$ cat src/rtl/oclib_debounced_synchronizer.sv
`default_nettype none
// +----------------------------------------------------------------------------+
// | Module  : oclib_debounced_synchronizer                                     |
// | Brief   : per-channel flop-chain synchronizer, stability filter, edge      |
// |           pulses; define OC_DEBOUNCED_SYNC_EDGE_EN to build rise/fall.     |
// | Revision: 1.0                                                              |
// +----------------------------------------------------------------------------+
module oclib_debounced_synchronizer #(
  parameter int               Width          = 1,
  parameter int               SyncCycles     = 3,
  parameter int               DebounceCycles = 1,
  parameter logic [Width-1:0] ResetValue     = '0
) (
  input  logic             clock,
  input  logic             reset,
  input  logic [Width-1:0] in,
  output logic [Width-1:0] out,
  output logic [Width-1:0] rise,
  output logic [Width-1:0] fall,
  output logic [Width-1:0] pending
);

  localparam int                 c_CNT_W    = $clog2(DebounceCycles + 1);
  localparam logic [c_CNT_W-1:0] c_CNT_LAST = c_CNT_W'(DebounceCycles - 1);

  logic [Width-1:0] w_sync;

  generate
    if (SyncCycles == 1 || SyncCycles > 10) begin : g_bad_sync
      $error("SyncCycles must be 0 or 2..10");
    end
    if (DebounceCycles < 1 || DebounceCycles > 65535) begin : g_bad_debounce
      $error("DebounceCycles must be 1..65535");
    end

    if (SyncCycles == 0) begin : g_bypass
      assign w_sync = in;
    end else begin : g_chain
      logic [Width-1:0] r_chain [SyncCycles];

      always_ff @(posedge clock) begin
        if (reset) begin
          for (int s = 0; s < SyncCycles; s++) r_chain[s] <= ResetValue;
        end else begin
          r_chain[0] <= in;
          for (int s = 1; s < SyncCycles; s++) r_chain[s] <= r_chain[s-1];
        end
      end

      assign w_sync = r_chain[SyncCycles-1];
    end

    for (genvar i = 0; i < Width; i++) begin : g_ch
      logic [c_CNT_W-1:0] r_cnt;
      logic [c_CNT_W-1:0] w_cnt_nxt;
      logic               r_out;
      logic               r_pend;
      logic               w_differs;
      logic               w_qualify;

      assign w_differs = w_sync[i] ^ r_out;
      assign w_qualify = w_differs && (r_cnt == c_CNT_LAST);

      // Counter stops at c_CNT_LAST: the qualifying edge clears it instead of wrapping.
      always_comb begin
        w_cnt_nxt = '0;
        if (w_differs && !w_qualify) w_cnt_nxt = r_cnt + c_CNT_W'(1);
      end

      always_ff @(posedge clock) begin
        if (reset) begin
          r_cnt  <= '0;
          r_out  <= ResetValue[i];
          r_pend <= 1'b0;
        end else begin
          r_cnt  <= w_cnt_nxt;
          r_pend <= |w_cnt_nxt;
          if (w_qualify) r_out <= w_sync[i];
        end
      end

      assign out[i]     = r_out;
      assign pending[i] = r_pend;

`ifdef OC_DEBOUNCED_SYNC_EDGE_EN
      logic r_rise;
      logic r_fall;

      always_ff @(posedge clock) begin
        if (reset) begin
          r_rise <= 1'b0;
          r_fall <= 1'b0;
        end else begin
          r_rise <= w_qualify &  w_sync[i];
          r_fall <= w_qualify & ~w_sync[i];
        end
      end

      assign rise[i] = r_rise;
      assign fall[i] = r_fall;
`else
      assign rise[i] = 1'b0;
      assign fall[i] = 1'b0;
`endif
    end
  endgenerate

endmodule
`default_nettype wire

$ cat config.mk
export PLATFORM = sky130hd
export DESIGN_NAME = oclib_debounced_synchronizer
export DESIGN_NICKNAME = d
export VERILOG_FILES = /design/src/rtl/oclib_debounced_synchronizer.sv
export SDC_FILE = /design/constraint.sdc
export NUM_CORES = 1
export LEC_CHECK = 0
export ABC_AREA = 1
export CAP_MARGIN = 25
export CORE_AREA = 2 2 39 41
export DETAILED_ROUTE_END_ITERATION = 7
export DIE_AREA = 0 0 41 43
export HOLD_SLACK_MARGIN = 0.12
export MAX_ROUTING_LAYER = met4
export PLACE_DENSITY = 0.38
export SKIP_CTS_REPAIR_TIMING = 1
export SYNTH_ARGS = -nofsm -noshare
export SYNTH_HDL_FRONTEND = slang
export SYNTH_SLANG_ARGS = --single-unit
$ cat constraint.sdc
create_clock -name clock -period 0.8 [get_ports clock]
set_input_delay 0.12 -clock clock [delete_from_list [all_inputs] [get_ports clock]]
set_output_delay 0.12 -clock clock [all_outputs]
set_load 0.01 [all_outputs]
==> impl_metrics.ini, run 1 <==
[power_and_ir_drop]
p_leak_nw = 0.124
pwr_density_cell_mw_per_mm2 = 2330
power_mw = 0.602
ir_worst_vdd_mv = 0.790

[timing]
finalHoldWorstSlack_ps = 398
finalMaxSlewViolations = 0
clock.fmax_mhz = 1270
report.final.setup_viol = 0
final.period_utilization_pct = 98.1
setup_ws_ps = 15.5
finalWorstPathRequiredPeriod_ps = 784
setup_repair_after_global_routing_missed_its_margin = true
finalHoldViolCount = 0
fin_skew_ps = 1.13

[min_path]
class_of_the_worst_hold_path = primary input to register
hold_path_end = g_chain.r_chain[0][0]
count_of_cells_along_the_worst_hold_path = 3
timing.hold.worst.start = in

[floorplanning]
die_x_microns = 41
i_o_pins = 7
die_height_microns = 43
row_count = 14
core_sq_mm = 0.00138
design.die.area_sq_mm = 0.00176
start_util_pct = 12.0

[placement]
dp_hpwl_microns = 183
port_buffers = 4
dp.cells = 41
preCtsSetupSlack_ps = -174
gp_routability_congestion = 0.553

[grt]
busiest_layer = met3
overflow = 0
antenna_violations_before_repair = 0
maximum_number_of_pins_on_one_net_before_global_route_repair = 5
grt_util_met3_pct = 7.85
track_usage_pct = 4.53
grt_pass1_wl_microns = 420
number_of_global_route_vias_before_repair = 125
groute.layer.met2.usage_pct = 4.38
gr-usage-met1_pct = 3.86

[finish]
antenna_cells_inserted = 0
finish.cell_count_without_fillers = 45
post_route_cells_drive_above_1_share_pct = 31.0
flow.area_growth_from_synthesis_pct = 54.9
final_core_utilization_pct = 18.6
final_net_count = 33

[yosys]
syn_inst_count = 20
avgSynthCellArea_sq_um = 8.32
synth_seq_area_share_pct = 60.2
synth.yosys.warnings = 0
distinct_cell_type_count_of_the_synthesized_netlist = 7
syn-cell-area_sq_um = 166
yosys_register_bits = 5

[critical_path]
timing_worst_setup_path_type = register to output port
crit_path_end_kind = output port
crit_buf_inv = 1
crit_path_cell_trace = buf_6
worst_ep_required_time_ps = 680
regToRegSetupSlack_ps = 100
worstRegToRegCells = 3
critPathTopFamily = flip-flops
rr_startpoint = pending
arrival_ps = 660
worstReg2RegEnd = out
critPathMaxFanout = 2
max_stage_delay_ps = 310
cp_slowest_cell = dfxtp_2
crit_start_category = register

[cts]
cts_tree = done
h-tree-depth = 1
numCtsBuffers = 3
clk_transition_reported_paths_ps = 40
clk_latency_ps = 240
clk_root_buffer_cell = clkbuf_4
cts_max_path_buffers = 2
clock_sinks = 5

[status]
status = complete, no violations

[route]
avg_wl_per_cell_microns = 5.38
drt-pass1-iter-count = 4
drt_iter0_drc = 2
via_count = 121
routed_via_density = 2.69
antenna_left = 0
postRouteWirelength_microns = 242
drc = 0

[flow_run]
drv.max_cap_violation_count = 0
registers in the layout (all words and copies together), names as in the netlist:
register         count
g_chain.r_chain      3
out                  1
pending              1
per-stage QoR:
step	setup TNS [ps]	area, sq um
after detailed placement	-519	226
final	0	258
after CTS	-863	253
after global routing	-28.0	258
after global placement	-447	226
after floorplan	0	174
cell families (layout without fill, tap and decap cells):
family | after synthesis | after routing | synth area share (%)
and+or+nand+nor | 7 | 7 | 17.3
buffers and inverters | 7 | 14 | 20.3
other | 1 | 3 | 2.25
DFF | 5 | 5 | 60.2
how the worst max path moves through the flow:
stage                 start   to  slack (ps)  depth (start not counted)
finish                  out  out          20                          1
global route            out  out         -10                          1
CTS                     out  out        -440                          1
detailed placement      out  out        -170                          1
global placement        out  out        -170                          1
floorplan           pending  out         160                          3
power by group:
group / internal (mW) / switching (mW) / leakage (nW)
Sequential: 0.263 / 0.00502 / 0.0417
Clock: 0.188 / 0.0977 / 0.0150
Combinational: 0.0267 / 0.0211 / 0.0677
Total: 0.478 / 0.124 / 0.124
metal layers:
layer	part of all wire, %	wire length [microns]
met2	41	99
met5	0	0
met3	24	57
met4	0	0
met1	35	85
worst reg2reg max path, cell delays in order (launching register included):
cell	delay (ps)
dfxtp_2	310
buf_4	130
nor2_1	100
nor2_2	50
synth_stat cells:
master	count	share of area, %
buf_4	2	9.0
conb_1	1	2.3
dfxtp_1	5	60
inv_1	5	11
nand2_1	2	4.5
nor2_1	4	9.0
nor2_2	1	3.8
layout by cell type (no fill, tap or decap):
cell type and count:
clkbuf_1 1, clkbuf_4 3, inv_1 5, nor2_1 4
buf_6 2, clkdlybuf4s50_1 2, nand2_1 2, conb_1 3
nor2_2 1, dfxtp_1 3, buf_4 1, dfxtp_2 2
area by class of cell:
| cell class | count | area, sq um |
|---|---|---|
| inverter | 5 | 18.8 |
| tap | 16 | 20.0 |
| clock buffer | 4 | 26.3 |
| timing repair buffer | 5 | 50.0 |
| fill | 162 | 1130 |
| sequential | 5 | 103 |
| multi-input combinational | 10 | 40.0 |
Power figures use the tool's default switching activity.
==> inputs of run 2 (changes only) <==
==> constraint.sdc (replaced) <==
create_clock -name clock -period 0.9 [get_ports clock]
set_input_delay 0.135 -clock clock [delete_from_list [all_inputs] [get_ports clock]]
set_output_delay 0.135 -clock clock [all_outputs]
set_load 0.01 [all_outputs]
==> impl_metrics.ini, run 2 (synthesis gave the netlist of run 1 again) <==
[finish]
flow.area_growth_from_synthesis_pct = 50.4
antenna_cells_inserted = 0
final_net_count = 33
max_flop_register = g_chain.r_chain
largest_register_ff_count = 3
finish.cell_count_without_fillers = 45
layout_common_cells = inv_1, dfxtp_1, nor2_1, conb_1, clkbuf_4
fillers = 163
post_route_cells_drive_above_1_share_pct = 20.7

[route]
drc = 0
via_count = 121
drt-pass1-iter-count = 4
routed_via_density = 2.69
postRouteWirelength_microns = 245
drt_iter0_drc = 2
antenna_left = 0
avg_wl_per_cell_microns = 5.44

[placement]
dp.cells = 41
gp_routability_congestion = 0.553
port_buffers = 4
dp_hpwl_microns = 183

[status]
status = complete, no violations

[grt]
track_usage_pct = 4.53
overflow = 0
antenna_violations_before_repair = 0
maximum_number_of_pins_on_one_net_before_global_route_repair = 5
number_of_global_route_vias_before_repair = 125
grt_pass1_wl_microns = 420

[critical_path]
crit_buf_inv = 1
cp-startpoint = pending
cp_slowest_cell = dfxtp_1
timing_worst_setup_path_type = register to output port
crit_path_end_kind = output port
regToRegSetupSlack_ps = 220
arrival_ps = 710
worst_ep_required_time_ps = 760
critPathMaxFanout = 2
max_stage_delay_ps = 320
rr_startpoint = pending
critPathTopFamily = flip-flops
crit_start_category = register
crit_path_cell_trace = dlymetal6s2s_1

[floorplanning]
core_sq_mm = 0.00138
row_count = 14
die_height_microns = 43
die_x_microns = 41
start_util_pct = 12.0
i_o_pins = 7
design.die.area_sq_mm = 0.00176

[cts]
clk_transition_reported_paths_ps = 40
clk_root_buffer_cell = clkbuf_4
numCtsBuffers = 3
cts_max_path_buffers = 2
cts_tree = done
h-tree-depth = 1
clk_latency_ps = 240
clock_sinks = 5

[timing]
finalHoldWorstSlack_ps = 406
finalHoldViolCount = 0
finalMaxSlewViolations = 0
setup_repair_after_global_routing_missed_its_margin = false
fin_skew_ps = 1.13
final.period_utilization_pct = 94.1
finalWorstPathRequiredPeriod_ps = 847
timing.setup.tns_ps = 0
report.final.setup_viol = 0
clock.fmax_mhz = 1180

[power_and_ir_drop]
pwr_density_cell_mw_per_mm2 = 2110
ir_worst_vdd_mv = 0.702
power_mw = 0.529
p_leak_nw = 0.129

[min_path]
timing.hold.worst.start = g_chain.r_chain[0][1]
class_of_the_worst_hold_path = register to register

[flow_run]
drv.max_cap_violation_count = 0
## run 2: cell type report
cell class / instances / area (sq um) / area share, %
tap: 16 / 20.0 / 8.00
sequential: 5 / 100 / 40.0
multi-input combinational: 10 / 40.0 / 16.0
timing repair buffer: 5 / 45.0 / 18.0
clock buffer: 4 / 26.3 / 10.5
inverter: 5 / 18.8 / 7.50
## run 2: tightest hold or removal path: cells and delay by family (launching register included)
family,cells,cell delay (ps)
DFF,1,290
and+or+nand+nor,1,30
buffers and inverters,1,40
## run 2: routing by layer
layer	part of all wire (%)	GRT usage, %	wire length, microns	up-vias
met5	0	-	0	-
li1	-	-	-	66
met1	40	3.86	97	47
met2	40	4.38	99	8
met3	20	7.85	48	0
met4	0	2.00	0	0
## run 2: final timing paths
| kind | end | depth (start not counted) |
|---|---|---|
| max | pending | 1 |
| min | g_chain.r_chain[0][2] | 2 |
| max reg2reg | out | 3 |
| min reg2reg | g_chain.r_chain[0][2] | 2 |
## run 2: through the flow
step	instance area, sq um	util, %	setup slack (ps)
global placement	226	16.4	-80.6
detailed placement	226	16.4	-88.8
CTS	253	18.3	-351
finish	250	18.1	53.2
floorplan	174	-	263
global route	250	18.1	14.1
## run 2: power breakdown
group / internal, mW / switching [mW]
Sequential: 0.233 / 0.00343
Clock: 0.167 / 0.0868
Combinational: 0.0201 / 0.0188
==> inputs of run 3 (changes only) <==
--- a/config.mk
+++ b/config.mk
@@ -6,7 +6,7 @@
 export NUM_CORES = 1
 export LEC_CHECK = 0
 export ABC_AREA = 1
-export CAP_MARGIN = 25
+export CAP_MARGIN = 30
 export CORE_AREA = 2 2 39 41
 export DETAILED_ROUTE_END_ITERATION = 7
 export DIE_AREA = 0 0 41 43
==> results of run 3 <==
Same layout as run 2: the final DEF is identical, and so are final timing and power.
